$ cat src/rtl/lemming_pkg.sv
// rtl/lemming_pkg.sv - shared Lemmings2 walker encodings and world constants
package lemming_pkg;

    typedef enum logic [1:0] {
        WALK_LEFT  = 2'b00,
        WALK_RIGHT = 2'b01,
        FALL_LEFT  = 2'b10,
        FALL_RIGHT = 2'b11
    } walker_state_e;

    localparam int FALL_COUNT_W = 8;

    // Counter width for a modulus n; a modulus of 1 still needs one bit of storage.
    function automatic int cnt_width(input int n);
        return (n > 1) ? $clog2(n) : 1;
    endfunction

endpackage

$ cat src/rtl/lemming_mod_counter.sv
// rtl/lemming_mod_counter.sv - mod-N counter with enable/clear and terminal pulse
module lemming_mod_counter
    import lemming_pkg::*;
#(
    parameter int N = 2
) (
    input  logic clk,
    input  logic rst_n,
    input  logic en_i,
    input  logic clr_i,
    output logic tc_o
);

    localparam int             W    = cnt_width(N);
    localparam logic [W-1:0]   LAST = W'(N - 1);

    logic [W-1:0] cnt_q, cnt_d;

    always_comb begin
        cnt_d = cnt_q;
        if (clr_i) begin
            cnt_d = '0;
        end else if (en_i) begin
            cnt_d = (cnt_q == LAST) ? '0 : cnt_q + 1'b1;
        end
    end

    // Pulses on the enabled cycle that wraps the count back to zero.
    assign tc_o = en_i & ~clr_i & (cnt_q == LAST);

    always_ff @(posedge clk) begin
        if (!rst_n) begin
            cnt_q <= '0;
        end else begin
            cnt_q <= cnt_d;
        end
    end

endmodule

$ cat src/rtl/lemming_world.sv
// rtl/lemming_world.sv - 1-D track environment closing the loop around a Lemmings2 walker
module lemming_world
    import lemming_pkg::*;
#(
    parameter int                    TRACK_LEN   = 16,
    parameter int                    POS_W       = 4,
    parameter int                    START_POS   = 8,
    parameter logic [TRACK_LEN-1:0]  HOLE_MAP    = 16'h0020,
    parameter int                    STEP_DIV    = 2,
    parameter int                    FALL_CYCLES = 3
) (
    input  logic                     clk,
    input  logic                     rst_n,
    input  logic                     walk_left,
    input  logic                     walk_right,
    input  logic                     aaah,
    output logic                     bump_left,
    output logic                     bump_right,
    output logic                     ground,
    output logic [POS_W-1:0]         pos,
    output logic [FALL_COUNT_W-1:0]  fall_count,
    output logic                     protocol_err
);

    localparam logic [POS_W-1:0] LAST_POS  = POS_W'(TRACK_LEN - 1);
    localparam logic [POS_W-1:0] START_VAL = POS_W'(START_POS);

    if (TRACK_LEN < 2 || (2 ** POS_W) < TRACK_LEN) begin : g_bad_geometry
        $error("lemming_world: TRACK_LEN must be >= 2 and fit in POS_W bits");
    end
    if (HOLE_MAP[START_POS] != 1'b0) begin : g_bad_start
        $error("lemming_world: START_POS must not be a hole cell");
    end
    if (STEP_DIV < 1 || FALL_CYCLES < 1) begin : g_bad_timing
        $error("lemming_world: STEP_DIV and FALL_CYCLES must be >= 1");
    end

    logic [POS_W-1:0]        pos_q, pos_d;
    logic [TRACK_LEN-1:0]    hole_q, hole_d;
    logic [FALL_COUNT_W-1:0] fall_count_q, fall_count_d;
    logic                    ground_dly_q;
    logic                    err_q, err_d;

    logic       step_en, step_tc, fall_tc;
    logic [1:0] active_cnt;

    // Every output is derived from registers so the walker loop has no combinational path.
    assign ground       = ~hole_q[pos_q];
    assign bump_left    = ground & (pos_q == '0);
    assign bump_right   = ground & (pos_q == LAST_POS);
    assign pos          = pos_q;
    assign fall_count   = fall_count_q;
    assign protocol_err = err_q;

    assign step_en    = ground & (walk_left ^ walk_right) & ~aaah;
    assign active_cnt = {1'b0, walk_left} + {1'b0, walk_right} + {1'b0, aaah};

    lemming_mod_counter #(.N(STEP_DIV)) u_step_cnt (
        .clk   (clk),
        .rst_n (rst_n),
        .en_i  (step_en),
        .clr_i (~step_en),
        .tc_o  (step_tc)
    );

    lemming_mod_counter #(.N(FALL_CYCLES)) u_fall_cnt (
        .clk   (clk),
        .rst_n (rst_n),
        .en_i  (~ground),
        .clr_i (ground),
        .tc_o  (fall_tc)
    );

    always_comb begin
        pos_d        = pos_q;
        hole_d       = hole_q;
        fall_count_d = fall_count_q;
        err_d        = err_q;

        if (step_tc) begin
            if (walk_left && pos_q != '0) begin
                pos_d = pos_q - 1'b1;
            end else if (walk_right && pos_q != LAST_POS) begin
                pos_d = pos_q + 1'b1;
            end
        end

        // Landing fills the hole so the walker never falls twice at the same cell.
        if (fall_tc) begin
            hole_d[pos_q] = 1'b0;
            if (fall_count_q != '1) begin
                fall_count_d = fall_count_q + 1'b1;
            end
        end

        // The walker reacts to ground one cycle late, hence the delayed comparison.
        if (active_cnt != 2'd1 || aaah != ~ground_dly_q) begin
            err_d = 1'b1;
        end
    end

    always_ff @(posedge clk) begin
        if (!rst_n) begin
            pos_q        <= START_VAL;
            hole_q       <= HOLE_MAP;
            fall_count_q <= '0;
            ground_dly_q <= 1'b1;
            err_q        <= 1'b0;
        end else begin
            pos_q        <= pos_d;
            hole_q       <= hole_d;
            fall_count_q <= fall_count_d;
            ground_dly_q <= ground;
            err_q        <= err_d;
        end
    end

endmodule
$ cat config.mk
export PLATFORM = sky130hd
export DESIGN_NAME = lemming_world
export DESIGN_NICKNAME = d
export VERILOG_FILES = /design/src/rtl/lemming_pkg.sv /design/src/rtl/lemming_mod_counter.sv /design/src/rtl/lemming_world.sv
export SDC_FILE = /design/constraint.sdc
export NUM_CORES = 1
export LEC_CHECK = 0
export CAP_MARGIN = 20
export CELL_PAD_IN_SITES_DETAIL_PLACEMENT = 0
export CELL_PAD_IN_SITES_GLOBAL_PLACEMENT = 1
export CORE_ASPECT_RATIO = 1.25
export CORE_MARGIN = 2
export CORE_UTILIZATION = 44
export CTS_BUF_LIST = sky130_fd_sc_hd__clkbuf_16
export CTS_CLUSTER_SIZE = 14
export DETAILED_ROUTE_END_ITERATION = 8
export GPL_ROUTABILITY_DRIVEN = 0
export HOLD_SLACK_MARGIN = 0.02
export PLACE_DENSITY_LB_ADDON = 0.15
export SKIP_CTS_REPAIR_TIMING = 1
export SLEW_MARGIN = 15
export SYNTH_ARGS = -nofsm -noshare
export SYNTH_HDL_FRONTEND = slang
export SYNTH_SLANG_ARGS = --single-unit
export TNS_END_PERCENT = 50
$ cat constraint.sdc
create_clock -name clk -period 7 [get_ports clk]
set_input_delay 1.4 -clock clk [delete_from_list [all_inputs] [get_ports clk]]
set_output_delay 1.4 -clock clk [all_outputs]
set_load 0.005 [all_outputs]
### Word-level counts from Yosys, hierarchy flattened

Cells that the tools add are included.

* register bits after elaboration: 33
* input bits: 5
* output and inout bits: 16
* logic and storage cells: 53

* $add $sub $neg: 7
* $lt $le $gt $ge: 2
* eq/ne operators: 6
* mux-type cells: 6
* bitwise operators: 14
* reductions and logical operators: 11

Operators by type and width (count)
* $and 16x16->16: 1
* $not 16->16: 1
* $add 8x1->8 const B: 1
* $mux 4: 2
* $ne 8x8->1 const B: 1
* $and 1x1->1: 6
* $reduce_or 3->1: 2
* $lt 4x5->1 const B: 1
* $not 1->1: 5
* $add 4x1->4 const B: 1
* $bmux 1 s4: 1
* $demux 1 s4: 1
* $eq 4x4->1 const B: 1
* $ge 4x1->1 const B: 1
* $logic_not 4->1: 1
* $ne 4x4->1 const B: 1
* $reduce_and 2->1: 2
* $reduce_bool 4->1: 1
* $sub 4x1->4 const B: 1
* $logic_and 1x1->1: 3
* $add 1x1->2: 1
* $add 2x1->2: 1
* $add 2x1->2 const B: 1
* $eq 2x2->1 const B: 1
* other kinds (7): 8

### Logic depth before layout (Yosys ltp)

Gate-level depths: netlist of the first run.

* depth in word-level cells: 7
* mapped depth: 8
* mapped depth without buffers: 7

### Hierarchy

A second synthesis of the first run with hierarchy kept.

* cell total of the unflattened synthesis: 181
* area total of the unflattened synthesis: 1599.0 µm²

Modules (own cells, without submodules)
* lemming_world: instances 1, cells an instance 166, area each 1455.1 µm², seq. area each 600.6 µm²
* lemming_mod_counter (u_fall_cnt): instances 1, cells an instance 10, area each 95.1 µm², seq. area each 40.0 µm²
* lemming_mod_counter (u_step_cnt): instances 1, cells an instance 5, area each 48.8 µm², seq. area each 20.0 µm²

### Least setup slack after synthesis of the first run

Ideal clock, no wire load.

* path type: register to output
* start: register pos_q[1] (netlist: pos[1])
* end: output ground
* arrival time: 1.816 ns
* required time: 5.600 ns
* setup slack: 3.784 ns
* stages on the path, launching flop included: 7
* path buffers: 2
* path through: dfxtp_1 > buf_6 > mux4_2 > mux2_2 > mux2_2 > inv_2 > buf_2

* word-level cells in the longest chain between the ends: 3

RTL lines
* from (decl): line lemming_world.sv:38 `logic [POS_W-1:0] pos_q, pos_d;`
* from (signal assigned): line lemming_world.sv:110 `pos_q <= pos_d;`
* $bmux 1 s4: line lemming_world.sv:48 `assign ground = ~hole_q[pos_q];`
* $mux 1 (implied by the code): line lemming_world.sv:48
* $not 1->1 (no source line)
* to (decl): line lemming_world.sv:19 `output logic ground,`

No other way between the ends. The select of a mux whose other input is x is not followed.

### Final worst setup path of the first run

Ends and elaborated chain as after synthesis.

==> results of run 1 <==
[placed cells by master (no fill, tap or decap), drive strengths merged]
master,instances
a21o,1
a21oi,21
a31oi,6
a41oi,1
and3,2
and4,2
and4b,2
clkbuf,5
clkdlybuf4s50,20
clkinv,3
dfxtp,33
fa,1
ha,3
inv,7
mux2,3
mux4,5
nand2,21
nand3,8
nand4,4
nand4b,1
nor2,4
nor2b,3
nor3,10
nor3b,1
nor4,1
o21ai,4
o221a,1
o2bb2ai,1
o31ai,5
o41ai,1
or3,2
or3b,1
or4,5
xnor2,2
xor2,1
[routing by layer]
| layer | vias to the layer above | GRT usage [%] | share of wire, % |
|---|---|---|---|
| met5 | - | 0 | 0 |
| met4 | 0 | 9.04 | 1.2 |
| met1 | 661 | 22.1 | 43 |
| met2 | 20 | 34.7 | 54 |
| met3 | 6 | 3.47 | 2.1 |
| li1 | 678 | - | - |
[through the flow]
stage	hold slack (ps)	total power, W	cell area, µm²	std cells	utilization [%]
2_1_floorplan	398	0.000204	1580	175	-
3_3_place_gp	407	0.000211	1770	222	51.3
3_5_place_dp	411	0.000211	1770	222	51.3
4_1_cts	419	0.000415	1910	230	55.3
5_1_grt	444	0.000425	1910	230	55.3
6_report	416	0.000411	1910	230	55.3
[cell families (layout without fill, tap and decap cells)]
| logic type | count (synthesis) | count (layout) | share of synthesized area, % |
|---|---|---|---|
| compound gates | 41 | 41 | 15.5 |
| xor+xnor | 3 | 3 | 1.66 |
| fa+ha+maj | 4 | 4 | 3.64 |
| buf+inv | 19 | 35 | 5.53 |
| flops | 33 | 33 | 41.7 |
| mux | 8 | 8 | 9.25 |
| simple gates | 67 | 67 | 22.7 |
[area by class of cell]
class,count,area [µm²]
Fill cell,353,1550
Multi-Input combinational cell,123,835
Sequential cell,33,661
Timing Repair Buffer,20,200
Clock buffer,5,125
Tap cell,39,48.8
Inverter,7,26.3
Clock inverter,3,12.5
[worst paths after layout]
check | cells after the start | startpoint | to | slack [ps]
setup / recovery | 5 | pos[1] | ground | 2440
hold reg to reg | 1 | u_step_cnt.cnt_q | u_step_cnt.cnt_q | 420
setup reg to reg | 5 | pos[1] | pos[2] | 4130
hold / removal | 1 | u_step_cnt.cnt_q | u_step_cnt.cnt_q | 420
[worst max-delay path, cell delays in order (launching register included)]
cell and delay (ps):
dfxtp_1 830, mux4_2 600, mux2_2 310, mux2_2 380, inv_2 230, clkdlybuf4s50_1 550
[power groups by stage]
stage / Clock [W] / Combinational, W / Sequential, W
global route: 0.000216 / 0.0000179 / 0.000191
finish: 0.000203 / 0.0000163 / 0.000191
global placement: 0 / 0.0000158 / 0.000195
CTS: 0.000208 / 0.0000165 / 0.000191
detailed placement: 0 / 0.0000161 / 0.000195
floorplan: 0 / 0.0000106 / 0.000194
[flip-flops by register name, indices dropped and copies added, names as in the netlist]
signal and cells:
ground_dly_q 1, pos 4, u_step_cnt.cnt_q 1, protocol_err 1, hole_q 16, fall_count 8, u_fall_cnt.cnt_q 2
==> impl_metrics.py, run 1 <==
metrics = {
    "status": {
        "outcome": "finished clean",
    },
    "timing": {
        "worstMarginPinSlew_ps": 799,
        "rsz0062_at_grt": "no",
        "postLayoutSetupSlackWorst_ps": 2440,
        "tns_ps": 0,
        "post-route-min-period_ps": 4560,
        "clock_skew_ps": 5.10,
        "slew_headroom_pct": 46.0,
        "final-max-slew-violation-count": 0,
        "period_share_pct": 65.2,
        "setup_violations": 0,
        "max_freq_ghz": 0.219,
        "hold_viol_final": 0,
    },
    "detailed_routing": {
        "wirelength_um": 3690,
        "drtIter0Drc": 72,
        "postRouteAntennaNets": 0,
        "vias": 1365,
        "first_pass_iters": 4,
        "wire_per_inst_um": 16.0,
        "avgViaCountPerCell": 5.93,
        "drc_errors": 0,
    },
    "pwr": {
        "switching_share_pct": 20.9,
        "p_clk_share_pct": 49.5,
        "ir_drop_uv": 140,
        "p_comb_share_pct": 4.0,
        "intPower_w": 0.000325,
        "power.switching_w": 0.0000858,
        "leakagePower_nw": 0.662,
        "seqPwrFrac_pct": 46.5,
        "p_per_area_nw_per_um2": 215,
    },
    "global_routing": {
        "grt_pass1_vias": 1390,
        "antenna_found_initial": 0,
        "grt_pass1_wl_um": 6240,
        "grt_overflow": 0,
        "grt_max_degree": 21,
        "grt_usage_pct": 19.5,
    },
    "synth": {
        "synth_top_area_share_pct": 41.7,
        "synth-edff-count": 0,
        "synthArstFlopShare_pct": 0,
        "synth-seq-area-share_pct": 41.7,
        "synth_common_cells": "dfxtp_1, a21oi_1, nand2_1",
        "synth_cells": 175,
        "synth_top_area_cell": "dfxtp_1",
        "netlist_area_um2": 1580,
        "synth_fp_nets": 184,
        "yosys_warnings": 0,
        "ys_types": 36,
        "avgSynthCellArea_um2": 9.04,
        "yosysMostFrequentCell": "dfxtp_1",
        "synth_top_flop_cell": "dfxtp_1",
        "synth_seq_cells": 33,
        "yosys-top-cells-area": "dfxtp_1, mux4_2, a21oi_1, nand2_1, nor3_1",
    },
    "worst_hold_path": {
        "hp-class": "flop to flop",
    },
    "flow_run": {
        "drv_cap": 0,
    },
    "setup_path": {
        "crit_required_ps": 5600,
        "cp-end-kind": "output pin",
        "worstSetupPathType": "flop to output pin",
        "cp.arrival_ps": 3160,
        "path_max_fanout": 20,
        "startpoint_type": "flop",
    },
    "placed_design": {
        "dpl.hpwl_um": 2520,
        "numPortBuffers": 20,
        "place_ws_ps": 2750,
    },
    "floorplan": {
        "core_um2": 3450,
        "chipHeight_um": 71.1,
        "initial_utilization_pct": 45.8,
        "row_count": 24,
        "die_x_um": 57.6,
        "io_pins": 21,
        "die-area_um2": 4100,
    },
    "clock_network": {
        "cts_tree": "yes",
        "clk_transition_reported_paths_ps": 50,
        "cts_root_buf": "clkbuf_16",
        "clkLatencyLatePin_ps": 270,
        "cts_buffers": 5,
        "clock_path_buffers": 2,
        "htreeDepth": 2,
        "clkSinkCount": 33,
    },
    "finish": {
        "drive_gt1_share_pct": 7.85,
        "fin_nets": 199,
        "insertedDiodeCount": 0,
        "syn_to_final_growth_pct": 20.6,
    },
}
Note: power is estimated with default switching activity, not from simulation.
==> run 2, diff against run 1 <==
--- a/config.mk
+++ b/config.mk
@@ -10,7 +10,7 @@
 export CELL_PAD_IN_SITES_GLOBAL_PLACEMENT = 1
 export CORE_ASPECT_RATIO = 1.25
 export CORE_MARGIN = 2
-export CORE_UTILIZATION = 44
+export CORE_UTILIZATION = 41
 export CTS_BUF_LIST = sky130_fd_sc_hd__clkbuf_16
 export CTS_CLUSTER_SIZE = 14
 export DETAILED_ROUTE_END_ITERATION = 8
==> constraint.sdc (replaced) <==
create_clock -name clk -period 4.2 [get_ports clk]
set_input_delay 0.84 -clock clk [delete_from_list [all_inputs] [get_ports clk]]
set_output_delay 0.84 -clock clk [all_outputs]
set_load 0.005 [all_outputs]
==> impl_metrics.py, run 2 (synthesized netlist as in run 1, its figures left out) <==
metrics = {
    "status": {
        "outcome": "finished clean",
    },
    "clock_network": {
        "cts_root_buf": "clkbuf_16",
        "clock_path_buffers": 2,
        "htreeDepth": 2,
        "cts_buffers": 5,
        "clkLatencyLatePin_ps": 270,
        "cts_tree": "yes",
        "clkSinkCount": 33,
        "clk_transition_reported_paths_ps": 50,
    },
    "floorplan": {
        "die-area_um2": 4380,
        "die_x_um": 59.6,
        "initial_utilization_pct": 42.2,
        "chipHeight_um": 73.5,
        "row_count": 25,
        "io_pins": 21,
        "core_um2": 3750,
    },
    "global_routing": {
        "grt_pass1_vias": 1261,
        "antenna_found_initial": 0,
        "grt_pass1_wl_um": 5890,
        "grt_max_degree": 20,
        "grt_usage_pct": 17.9,
        "grt_overflow": 0,
    },
    "timing": {
        "period_share_pct": 88.7,
        "tns_ps": 0,
        "hold_viol_final": 0,
        "rsz0062_at_grt": "no",
        "post-route-min-period_ps": 3720,
        "final-max-slew-violation-count": 0,
        "worstMarginPinSlew_ps": 683,
        "slew_headroom_pct": 53.9,
        "clock_skew_ps": 3.79,
        "setup_violations": 0,
        "max_freq_ghz": 0.269,
    },
    "finish": {
        "insertedDiodeCount": 0,
        "layout_common_cells": "dfxtp_1, a21oi_1, nand2_1",
        "largest_register_ffs": 16,
        "regMostFlops": "hole_q",
        "postLayoutCoreUtil_pct": 51.3,
        "fin_nets": 201,
        "final_common_cell": "dfxtp_1",
        "fillerInstances": 355,
        "syn_to_final_growth_pct": 21.6,
        "drive_gt1_share_pct": 8.81,
    },
    "setup_path": {
        "crit_start": "pos[1]",
        "worstReg2RegStart": "pos[1]",
        "worstSetupPathType": "flop to output pin",
        "reg2reg_to": "pos[2]",
        "crit_required_ps": 3360,
        "cp.arrival_ps": 2880,
        "path_common_cell": "mux2_2",
        "worstPathCellList": "mux4_2 -> mux2_2 -> mux2_2 -> inv_2 -> clkdlybuf4s50_1",
        "path_max_fanout": 15,
        "ff2ff_path_depth": 5,
        "rrSetupSlack_ps": 1610,
        "cp-end-kind": "output pin",
        "critical-path-max-stage-delay_ps": 580,
        "startpoint_type": "flop",
        "slowest_stage": "dfxtp_1",
        "endpoint": "ground",
    },
    "placed_design": {
        "numPortBuffers": 20,
        "dpl.hpwl_um": 2610,
    },
    "pwr": {
        "p_per_area_nw_per_um2": 357,
        "leakagePower_nw": 0.673,
        "ir_drop_uv": 245,
    },
    "detailed_routing": {
        "avgViaCountPerCell": 6.02,
        "wirelength_um": 3650,
        "first_pass_iters": 4,
        "drc_errors": 0,
        "postRouteAntennaNets": 0,
        "drtIter0Drc": 86,
        "vias": 1403,
        "wire_per_inst_um": 15.7,
    },
    "worst_hold_path": {
        "hp-class": "flop to flop",
    },
    "flow_run": {
        "drv_cap": 0,
    },
}
[run 2: cell count changes in the layout (fill, tap and decap cells not counted)]
cell / change
buf_4: +2
[run 2: worst min path at each step]
stage,from,to,slack (ps),cells after the start
final,u_fall_cnt.cnt_q[0],u_fall_cnt.cnt_q[0],420,1
after CTS,u_fall_cnt.cnt_q[0],u_fall_cnt.cnt_q[0],420,1
after global placement,u_step_cnt.cnt_q,u_step_cnt.cnt_q,410,1
after detailed placement,u_fall_cnt.cnt_q[0],u_fall_cnt.cnt_q[0],410,1
after global routing,u_fall_cnt.cnt_q[0],u_fall_cnt.cnt_q[0],430,1
after floorplan,u_step_cnt.cnt_q,u_step_cnt.cnt_q,400,1
[run 2: critical path, delay by kind of cell (launching register included)]
family,cells,cell delay (ps)
buffers and inverters,2,780
flip-flops,1,580
multiplexers,3,1250
[run 2: final cells by class]
cell class,count,area (µm²),area share (%)
clock buffer,5,125,6.50
clock inverter,3,12.5,0.650
inverter,7,26.3,1.37
multi-input combinational,123,835,43.4
sequential,33,661,34.3
tap,40,50.0,2.60
timing repair buffer,22,215,11.2
[run 2: per-stage QoR]
| stage | setup WS [ps] | hold slack [ps] | power (W) | cells | area, µm² |
|---|---|---|---|---|---|
| finish | 477 | 416 | 0.000688 | 233 | 1920 |
| floorplan | 1540 | 398 | 0.000341 | 175 | 1580 |
| global placement | 832 | 407 | 0.000352 | 225 | 1790 |
| global route | 365 | 432 | 0.000716 | 233 | 1920 |
| detailed placement | 761 | 411 | 0.000353 | 225 | 1790 |
| CTS | 461 | 418 | 0.000696 | 233 | 1920 |
[run 2: per-layer routing]
metal	part of all wire (%)	vias up	track usage, %
li1	-	684	-
met1	42	685	21.5
met2	53	29	30.2
met3	4.0	5	4.40
met4	1.3	0	7.65
met5	0	-	0
[run 2: where the power goes]
group / switching, W / internal [W]
registers: 0.00000295 / 0.000315
clock network: 0.000128 / 0.000214
logic: 0.0000146 / 0.0000132
total: 0.000145 / 0.000542
==> run 3, diff against run 2 <==
--- a/config.mk
+++ b/config.mk
@@ -14,11 +14,9 @@
 export CTS_BUF_LIST = sky130_fd_sc_hd__clkbuf_16
 export CTS_CLUSTER_SIZE = 14
 export DETAILED_ROUTE_END_ITERATION = 8
-export GPL_ROUTABILITY_DRIVEN = 0
 export HOLD_SLACK_MARGIN = 0.02
 export PLACE_DENSITY_LB_ADDON = 0.15
 export SKIP_CTS_REPAIR_TIMING = 1
-export SLEW_MARGIN = 15
 export SYNTH_ARGS = -nofsm -noshare
 export SYNTH_HDL_FRONTEND = slang
 export SYNTH_SLANG_ARGS = --single-unit
==> results of run 3 <==
Same layout as run 2: the final DEF is identical, and so are final timing and power.
